<file path="src/rtl/stuck_bus_detector_if.sv">
// Monitored-word bus for stuck_bus_detector: sample/control in, classification and sticky flags out.
interface stuck_bus_detector_if #(
  parameter int WIDTH = 8,
  parameter int CNT_W = 4
);
  logic             valid_in;
  logic [WIDTH-1:0] x;
  logic             clear;
  logic             valid_out;
  logic             zero;
  logic             one;
  logic [CNT_W-1:0] run_cnt;
  logic             stuck_zero;
  logic             stuck_one;

  modport master (
    output valid_in, x, clear,
    input  valid_out, zero, one, run_cnt, stuck_zero, stuck_one
  );

  modport slave (
    input  valid_in, x, clear,
    output valid_out, zero, one, run_cnt, stuck_zero, stuck_one
  );
endinterface

</file>
<file path="src/rtl/stuck_bus_detector.sv">
// Classifies each valid word as all-zero / all-one / mixed, tracks the current uniform run
// and raises sticky flags once a run of RUN_LEN identical-class words has been seen.
module stuck_bus_detector #(
  parameter int WIDTH   = 8,
  parameter int RUN_LEN = 4,
  parameter int CNT_W   = 4
) (
  input  logic                 clk,
  input  logic                 rst,
  stuck_bus_detector_if.slave  bus
);

  typedef enum logic [1:0] {
    S_MIX = 2'd0,
    S_Z   = 2'd1,
    S_O   = 2'd2
  } state_e;

  localparam logic [WIDTH-1:0] ALL_ONES  = '1;
  localparam logic [CNT_W-1:0] CNT_MAX   = '1;
  localparam logic [CNT_W-1:0] RUN_LEN_C = CNT_W'(RUN_LEN);

  state_e           state_q, state_d;
  logic [CNT_W-1:0] run_cnt_q, run_cnt_d;
  logic             valid_out_q, valid_out_d;
  logic             zero_q, zero_d;
  logic             one_q, one_d;
  logic             stuck_zero_q, stuck_zero_d;
  logic             stuck_one_q, stuck_one_d;

  logic             is_zero;
  logic             is_one;
  logic [CNT_W-1:0] run_inc;

  // For WIDTH=1 the two tests are complementary, so "mixed" can never occur.
  assign is_zero = (bus.x == '0);
  assign is_one  = (bus.x == ALL_ONES);
  assign run_inc = (run_cnt_q == CNT_MAX) ? run_cnt_q : run_cnt_q + 1'b1;

  always_comb begin
    // NOTE: every next-state signal gets a hold default first, so no path can infer a latch.
    state_d      = state_q;
    run_cnt_d    = run_cnt_q;
    valid_out_d  = bus.valid_in;
    zero_d       = zero_q;
    one_d        = one_q;
    stuck_zero_d = stuck_zero_q;
    stuck_one_d  = stuck_one_q;

    if (bus.valid_in) begin
      zero_d = is_zero;
      one_d  = is_one;
    end

    // Clear still lets the word be classified, but it never starts a run or sets a flag.
    if (bus.clear) begin
      state_d      = S_MIX;
      run_cnt_d    = '0;
      stuck_zero_d = 1'b0;
      stuck_one_d  = 1'b0;
    end else if (bus.valid_in) begin
      if (is_zero) begin
        state_d   = S_Z;
        run_cnt_d = (state_q == S_Z) ? run_inc : CNT_W'(1);
        if (run_cnt_d >= RUN_LEN_C) stuck_zero_d = 1'b1;
      end else if (is_one) begin
        state_d   = S_O;
        run_cnt_d = (state_q == S_O) ? run_inc : CNT_W'(1);
        if (run_cnt_d >= RUN_LEN_C) stuck_one_d = 1'b1;
      end else begin
        state_d   = S_MIX;
        run_cnt_d = '0;
      end
    end
  end

  // NOTE: state registers use non-blocking assignments so all of them sample the same pre-edge values.
  always_ff @(posedge clk) begin
    if (rst) begin
      state_q      <= S_MIX;
      run_cnt_q    <= '0;
      valid_out_q  <= 1'b0;
      zero_q       <= 1'b0;
      one_q        <= 1'b0;
      stuck_zero_q <= 1'b0;
      stuck_one_q  <= 1'b0;
    end else begin
      state_q      <= state_d;
      run_cnt_q    <= run_cnt_d;
      valid_out_q  <= valid_out_d;
      zero_q       <= zero_d;
      one_q        <= one_d;
      stuck_zero_q <= stuck_zero_d;
      stuck_one_q  <= stuck_one_d;
    end
  end

  assign bus.valid_out  = valid_out_q;
  assign bus.zero       = zero_q;
  assign bus.one        = one_q;
  assign bus.run_cnt    = run_cnt_q;
  assign bus.stuck_zero = stuck_zero_q;
  assign bus.stuck_one  = stuck_one_q;

endmodule

</file>
<file path="src/flat_wrapper.sv">
// flat-port wrapper written by rule: the top's interface ports become plain ports
module stuck_bus_detector_flat 
#(
  parameter int WIDTH   = 8,
  parameter int RUN_LEN = 4,
  parameter int CNT_W   = 4
)
  (clk, rst, bus_valid_in, bus_x, bus_clear, bus_valid_out, bus_zero, bus_one, bus_run_cnt, bus_stuck_zero, bus_stuck_one);
  stuck_bus_detector_if #(.WIDTH(WIDTH), .CNT_W(CNT_W)) bus_i ();
  input  logic clk;
  input  logic rst;
  input wire logic [$bits(bus_i.valid_in)-1:0] bus_valid_in;
  input wire logic [$bits(bus_i.x)-1:0] bus_x;
  input wire logic [$bits(bus_i.clear)-1:0] bus_clear;
  output wire logic [$bits(bus_i.valid_out)-1:0] bus_valid_out;
  output wire logic [$bits(bus_i.zero)-1:0] bus_zero;
  output wire logic [$bits(bus_i.one)-1:0] bus_one;
  output wire logic [$bits(bus_i.run_cnt)-1:0] bus_run_cnt;
  output wire logic [$bits(bus_i.stuck_zero)-1:0] bus_stuck_zero;
  output wire logic [$bits(bus_i.stuck_one)-1:0] bus_stuck_one;
  assign bus_i.valid_in = bus_valid_in;
  assign bus_i.x = bus_x;
  assign bus_i.clear = bus_clear;
  assign bus_valid_out = bus_i.valid_out;
  assign bus_zero = bus_i.zero;
  assign bus_one = bus_i.one;
  assign bus_run_cnt = bus_i.run_cnt;
  assign bus_stuck_zero = bus_i.stuck_zero;
  assign bus_stuck_one = bus_i.stuck_one;
  stuck_bus_detector #(.WIDTH(WIDTH), .RUN_LEN(RUN_LEN), .CNT_W(CNT_W)) u_core (.clk(clk), .rst(rst), .bus(bus_i));
endmodule
</file>
<file path="config.mk">
export PLATFORM = sky130hd
export DESIGN_NAME = stuck_bus_detector_flat
export DESIGN_NICKNAME = d
export VERILOG_FILES = /design/src/rtl/stuck_bus_detector_if.sv /design/src/rtl/stuck_bus_detector.sv /design/src/flat_wrapper.sv
export SDC_FILE = /design/constraint.sdc
export NUM_CORES = 1
export LEC_CHECK = 0
export BUFFER_PORTS_ARGS = -buffer_cell sky130_fd_sc_hd__buf_2
export CAP_MARGIN = 20
export CORE_AREA = 2 2 39 41
export CTS_BUF_LIST = sky130_fd_sc_hd__clkbuf_8
export CTS_CLUSTER_DIAMETER = 120
export CTS_CLUSTER_SIZE = 10
export DETAILED_ROUTE_END_ITERATION = 10
export DIE_AREA = 0 0 41 43
export PLACE_DENSITY = 0.76
export SLEW_MARGIN = 0
export SYNTH_ARGS = -nofsm -noshare
export SYNTH_HDL_FRONTEND = slang
export SYNTH_SLANG_ARGS = --single-unit
</file>
<file path="constraint.sdc">
create_clock -name clk -period 3.18 [get_ports clk]
set_input_delay 0.477 -clock clk [delete_from_list [all_inputs] [get_ports clk]]
set_output_delay 0.477 -clock clk [all_outputs]
set_load 0.01 [all_outputs]
</file>
==> results.json, run 1 <==
{
  "swShare_pct": 22.4,
  "holdWs_ns": 0.428,
  "max_slew_margin_pct": 76.9,
  "synth-edff-count": 0,
  "drive_gt1_share_pct": 34.5,
  "dp_hpwl_um": 893,
  "ys_ff_latch": 11,
  "fp.dieH_um": 43,
  "synthFlopType": "dfxtp_1",
  "setup_ws_ns": 1.62,
  "yosys-top-cells-area": "dfxtp_1, a21oi_1, nand2b_1, a211oi_2, nor4_2",
  "cts_resized": 0,
  "clock.fmax_ghz": 0.642,
  "grt_pass1_wl_um": 2060,
  "grt_max_degree": 17,
  "grt_antenna_before_repair": 0,
  "cts_root_buffer": "clkbuf_8",
  "cell_internal_pwr_w": 0.000232,
  "fin_cells": 103,
  "slew_violations": 0,
  "cp-end-kind": "flop",
  "power.density_nw_per_um2": 413,
  "clk_path_buf_depth": 2,
  "syn_avg_cell_area_um2": 8.70,
  "core_um2": 1380,
  "ys_types": 25,
  "n_antenna_cell": 0,
  "firstDrtPassIters": 2,
  "synth.top_cell.area_share_pct": 38.9,
  "grt_pass1_vias": 476,
  "clock-sinks": 11,
  "dp.cells": 99,
  "grt_usage_pct": 17.1,
  "drc": 0,
  "min_path_cells": 2,
  "leakage_nw": 0.287,
  "yosys.area.top_type": "dfxtp_1",
  "n_fill_cell": 134,
  "synth_commonest_cells": "dfxtp_1, a21oi_1, nand2_1, nand2b_1, nor2_1",
  "yosysSeqAreaShare_pct": 38.9,
  "fin_skew_ns": 0.00361,
  "drt_iter0_drc": 4,
  "rows": 14,
  "worstPathMaxFanout": 5,
  "maxCapViolations": 0,
  "period_minus_slack_ns": 1.56,
  "cts_tree": "done",
  "synth_nets": 78,
  "wl_per_cell_um": 11.4,
  "status": "complete, no violations",
  "place_ws_ns": 1.57,
  "hold_buffers": 0,
  "cp.required_ns": 3.30,
  "nets": 101,
  "seq_power_share_pct": 46.5,
  "post_cts_buffers": 0,
  "power_frac_comb_pct": 6.1,
  "min_path_type": "in -> reg",
  "ant_nets": 0,
  "clkSlewWorstSetupHoldPaths_ns": 0.05,
  "hold_viol": 0,
  "worstMarginPinSlew_ns": 0.346,
  "grt-ovfl-total": 0,
  "gp_congestion": 0.791,
  "cts_made_buffers": 3,
  "ios": 21,
  "start_util_pct": 40.9,
  "synth.most_common_cell": "dfxtp_1",
  "io_buffers": 20,
  "dieWidth_um": 41,
  "htreeDepth": 1,
  "clockPowerShare_pct": 47.4,
  "fin_setup_tns_ns": 0,
  "drt-total-wl_um": 1180,
  "setup-violations-final": 0,
  "rsz0062_at_grt": "false",
  "critPathKind": "reg -> reg",
  "vias": 549,
  "dieArea_um2": 1760,
  "via_per_inst": 5.33,
  "syn_area_um2": 566,
  "start_kind": "flop",
  "finalCritPeriodShare_pct": 49.0,
  "yosysWarnings": 0,
  "utilization_pct": 52.3,
  "p_switching_w": 0.0000670,
  "async_flop_share_pct": 0,
  "r2r_cells": 6,
  "areaGrowthSynthToFinish_pct": 27.9,
  "synthCells": 65,
  "arrival_ns": 1.68,
  "clkLatencyLatePin_ns": 0.24,
  "ir_drop_mv": 0.177
}
==> worst paths after layout <==
path / from / slack (ns) / end
worst max-delay path: u_core.bus.run_cnt[1] / 1.62 / u_core.bus.run_cnt[0]
worst min-delay path: rst / 0.43 / u_core.bus.zero
worst max register to register: u_core.bus.run_cnt[1] / 1.62 / u_core.bus.run_cnt[0]
worst min register to register: u_core.bus.zero / 0.46 / u_core.bus.zero
==> placed cells by master, fill, tap and decap left out <==
| master | instances |
|---|---|
| a211oi_2 | 2 |
| o31a_1 | 1 |
| inv_1 | 3 |
| o21ai_1 | 2 |
| o21ai_2 | 1 |
| a21oi_1 | 8 |
| clkbuf_8 | 3 |
| a311o_1 | 1 |
| a2bb2o_4 | 1 |
| buf_2 | 20 |
| dfxtp_1 | 11 |
| nand3_1 | 2 |
| and3_1 | 2 |
| or2_1 | 1 |
| nand2_1 | 6 |
| nand2b_1 | 5 |
| nor2_2 | 1 |
| nor2_1 | 5 |
| a31oi_1 | 2 |
| nand3b_1 | 1 |
| nor2b_1 | 2 |
| nor4_2 | 2 |
| xor2_1 | 1 |
| nand4_1 | 2 |
| ha_1 | 1 |
| xnor2_1 | 1 |
==> metrics by stage <==
step | cell area [um2] | total power [W]
2_1_floorplan | 566 | 0.000149
6_report | 723 | 0.000299
4_1_cts | 723 | 0.000301
5_1_grt | 723 | 0.000309
3_5_place_dp | 678 | 0.000160
3_3_place_gp | 678 | 0.000160
==> cell families after synthesis <==
| family | after synthesis | share of synthesized area, % |
|---|---|---|
| and+or+nand+nor | 29 | 29.2 |
| adders and majority gates | 1 | 2.21 |
| DFF | 11 | 38.9 |
| AOI/OAI and AO/OA | 18 | 23.9 |
| buffers and inverters | 4 | 2.66 |
| xor gates and xnor gates | 2 | 3.10 |
==> flip-flops by register name (all words and copies together), names as in the netlist <==
signal                 flops
u_core.bus.stuck_one       1
u_core.bus.stuck_zero      1
u_core.state_q             2
u_core.bus.one             1
u_core.bus.valid_out       1
u_core.bus.zero            1
u_core.bus.run_cnt         4
==> layer usage <==
| layer | track usage [%] | share of wire (%) |
|---|---|---|
| met3 | 4.71 | 4.6 |
| met1 | 24.1 | 47 |
| met5 | 0 | 0 |
| met4 | 10.0 | 2.0 |
| met2 | 22.5 | 47 |
==> worst max-delay path, stage by stage, from the launching register on <==
cell,delay [ns]
dfxtp_1,0.40
ha_1,0.29
nand3_1,0.16
xnor2_1,0.25
nand2_1,0.09
a31oi_1,0.17
o21ai_1,0.07
==> power groups by stage <==
stage	Sequential (W)	Combinational [W]	Clock [W]
6_report	0.000139	0.0000182	0.000142
5_1_grt	0.000139	0.0000207	0.000149
4_1_cts	0.000139	0.0000184	0.000144
3_5_place_dp	0.000142	0.0000183	0
3_3_place_gp	0.000142	0.0000179	0
2_1_floorplan	0.000142	0.00000686	0
==> layout make-up <==
cell class | count | area [um2] | area share, %
Multi-Input combinational cell | 50 | 330 | 45.7
Timing Repair Buffer | 20 | 100 | 13.8
Tap cell | 16 | 20.0 | 2.77
Clock buffer | 3 | 41.3 | 5.71
Inverter | 2 | 7.51 | 1.04
Sequential cell | 11 | 220 | 30.4
Clock inverter | 1 | 3.75 | 0.519
Note: power is estimated with default switching activity, not from simulation.
==> run 2, diff against run 1 <==
Settings changed: PLACE_DENSITY 0.76 to 0.79.
Clock period 3.18 ns to 1.35 ns, I/O delays scaled along.
==> results.json, run 2 (same netlist as run 1, synthesis figures left out) <==
{
  "dieWidth_um": 41,
  "fin_total_pwr_w": 0.000694,
  "drt-total-wl_um": 1220,
  "via_per_inst": 5.22,
  "worstMarginPinSlew_ns": 0.261,
  "clkLatencyLatePin_ns": 0.24,
  "cts_root_buffer": "clkbuf_8",
  "maxCapViolations": 0,
  "power_frac_comb_pct": 6.6,
  "post_cts_buffers": 0,
  "holdWs_ns": 0.161,
  "clk_path_buf_depth": 2,
  "dieArea_um2": 1760,
  "ant_nets": 0,
  "cp-end-kind": "flop",
  "clock.fmax_ghz": 0.783,
  "ios": 21,
  "areaGrowthSynthToFinish_pct": 38.1,
  "fin_cells": 108,
  "dp_hpwl_um": 951,
  "ir_drop_mv": 0.395,
  "slew_violations": 0,
  "drc": 0,
  "worstPathMaxFanout": 5,
  "swShare_pct": 21.1,
  "layout_common_cells": "buf_2, dfxtp_1, a21oi_1",
  "cts_tree": "done",
  "clockPowerShare_pct": 46.2,
  "clock-sinks": 11,
  "firstDrtPassIters": 4,
  "start_kind": "flop",
  "vias": 564,
  "nets": 106,
  "drive_gt1_share_pct": 42.4,
  "place_ws_ns": -0.00538,
  "grt_pass1_vias": 499,
  "grt_antenna_before_repair": 0,
  "leakage_nw": 0.310,
  "rrSetupSlack_ns": 0.07,
  "rsz0062_at_grt": "false",
  "p_switching_w": 0.000146,
  "status": "complete, no violations",
  "grt_pass1_wl_um": 1810,
  "max_slew_margin_pct": 82.4,
  "setup-violations-final": 0,
  "wl_per_cell_um": 11.3,
  "drt_iter0_drc": 5,
  "n_fill_cell": 129,
  "fin_skew_ns": 0.00243,
  "hold_viol": 0,
  "utilization_pct": 56.4,
  "io_buffers": 20,
  "period_minus_slack_ns": 1.28,
  "layout_commonest_cell": "buf_2",
  "grt-ovfl-total": 0,
  "arrival_ns": 1.45,
  "setup_ws_ns": 0.0729,
  "clkSlewWorstSetupHoldPaths_ns": 0.05,
  "cp.required_ns": 1.52,
  "gp_congestion": 0.771,
  "htreeDepth": 1,
  "cts_made_buffers": 3,
  "grt_usage_pct": 16.4,
  "start_util_pct": 40.9,
  "n_antenna_cell": 0,
  "core_um2": 1380,
  "cell_internal_pwr_w": 0.000548,
  "grt_max_degree": 17,
  "fp.dieH_um": 43,
  "largest_register_ffs": 4,
  "rows": 14,
  "critPathKind": "reg -> reg",
  "min_path_type": "in -> reg",
  "dp.cells": 104,
  "power.density_nw_per_um2": 889,
  "finalCritPeriodShare_pct": 94.6,
  "seq_power_share_pct": 47.2
}
[run 2: metal layers]
metal  GRT usage [%]  vias up  routed length, um
li1                -      288                  -
met1            15.7      254                515
met2            25.6       17                590
met3            4.71        5                 60
met4            16.0        0                 52
met5               0        -                  0
[run 2: through the flow]
| step | setup TNS (ns) | cell area (um2) |
|---|---|---|
| 4_1_cts | 0 | 771 |
| 5_1_grt | 0 | 781 |
| 3_3_place_gp | 0 | 721 |
| 2_1_floorplan | 0 | 571 |
| 6_report | 0 | 781 |
| 3_5_place_dp | -0.00583 | 721 |
[run 2: area by class of cell]
cell class	instances	area (um2)	area share (%)
Clock buffer	3	41.3	5.29
Clock inverter	1	3.75	0.481
Inverter	2	7.51	0.962
Multi-Input combinational cell	50	348	44.6
Sequential cell	11	223	28.5
Tap cell	16	20.0	2.56
Timing Repair Buffer	25	138	17.6
[run 2: what timing repair did]
item | CTS | global route
gates cloned | 0 | 0
resized for setup | 1 | 1
endpoints found under the setup margin | 1 | 1
hold buffers | 0 | 0
hold endpoints to repair | 0 | 0
[run 2: critical path, stage by stage (launching register included)]
cell and delay (ns):
dfxtp_2 0.35, ha_4 0.16, nand3_2 0.10, xnor2_1 0.17, a311o_1 0.36, o21ai_1 0.07
[run 2: path summary, 6_finish.rpt]
path,startpoint,endpoint,cells past startpoint
worst min-delay path,rst,u_core.bus.zero,2
worst max register to register,u_core.bus.run_cnt[1],u_core.bus.run_cnt[0],5
worst max-delay path,u_core.bus.run_cnt[1],u_core.bus.run_cnt[0],5
worst min register to register,u_core.bus.zero,u_core.bus.zero,2
[run 2: power groups by stage]
stage | clock, W | combinational, W | sequential [W]
3_5_place_dp | 0 | 0.0000456 | 0.000334
4_1_cts | 0.000331 | 0.0000457 | 0.000327
2_1_floorplan | 0 | 0.0000162 | 0.000335
3_3_place_gp | 0 | 0.0000449 | 0.000334
6_report | 0.000321 | 0.0000455 | 0.000328
5_1_grt | 0.000338 | 0.0000506 | 0.000327
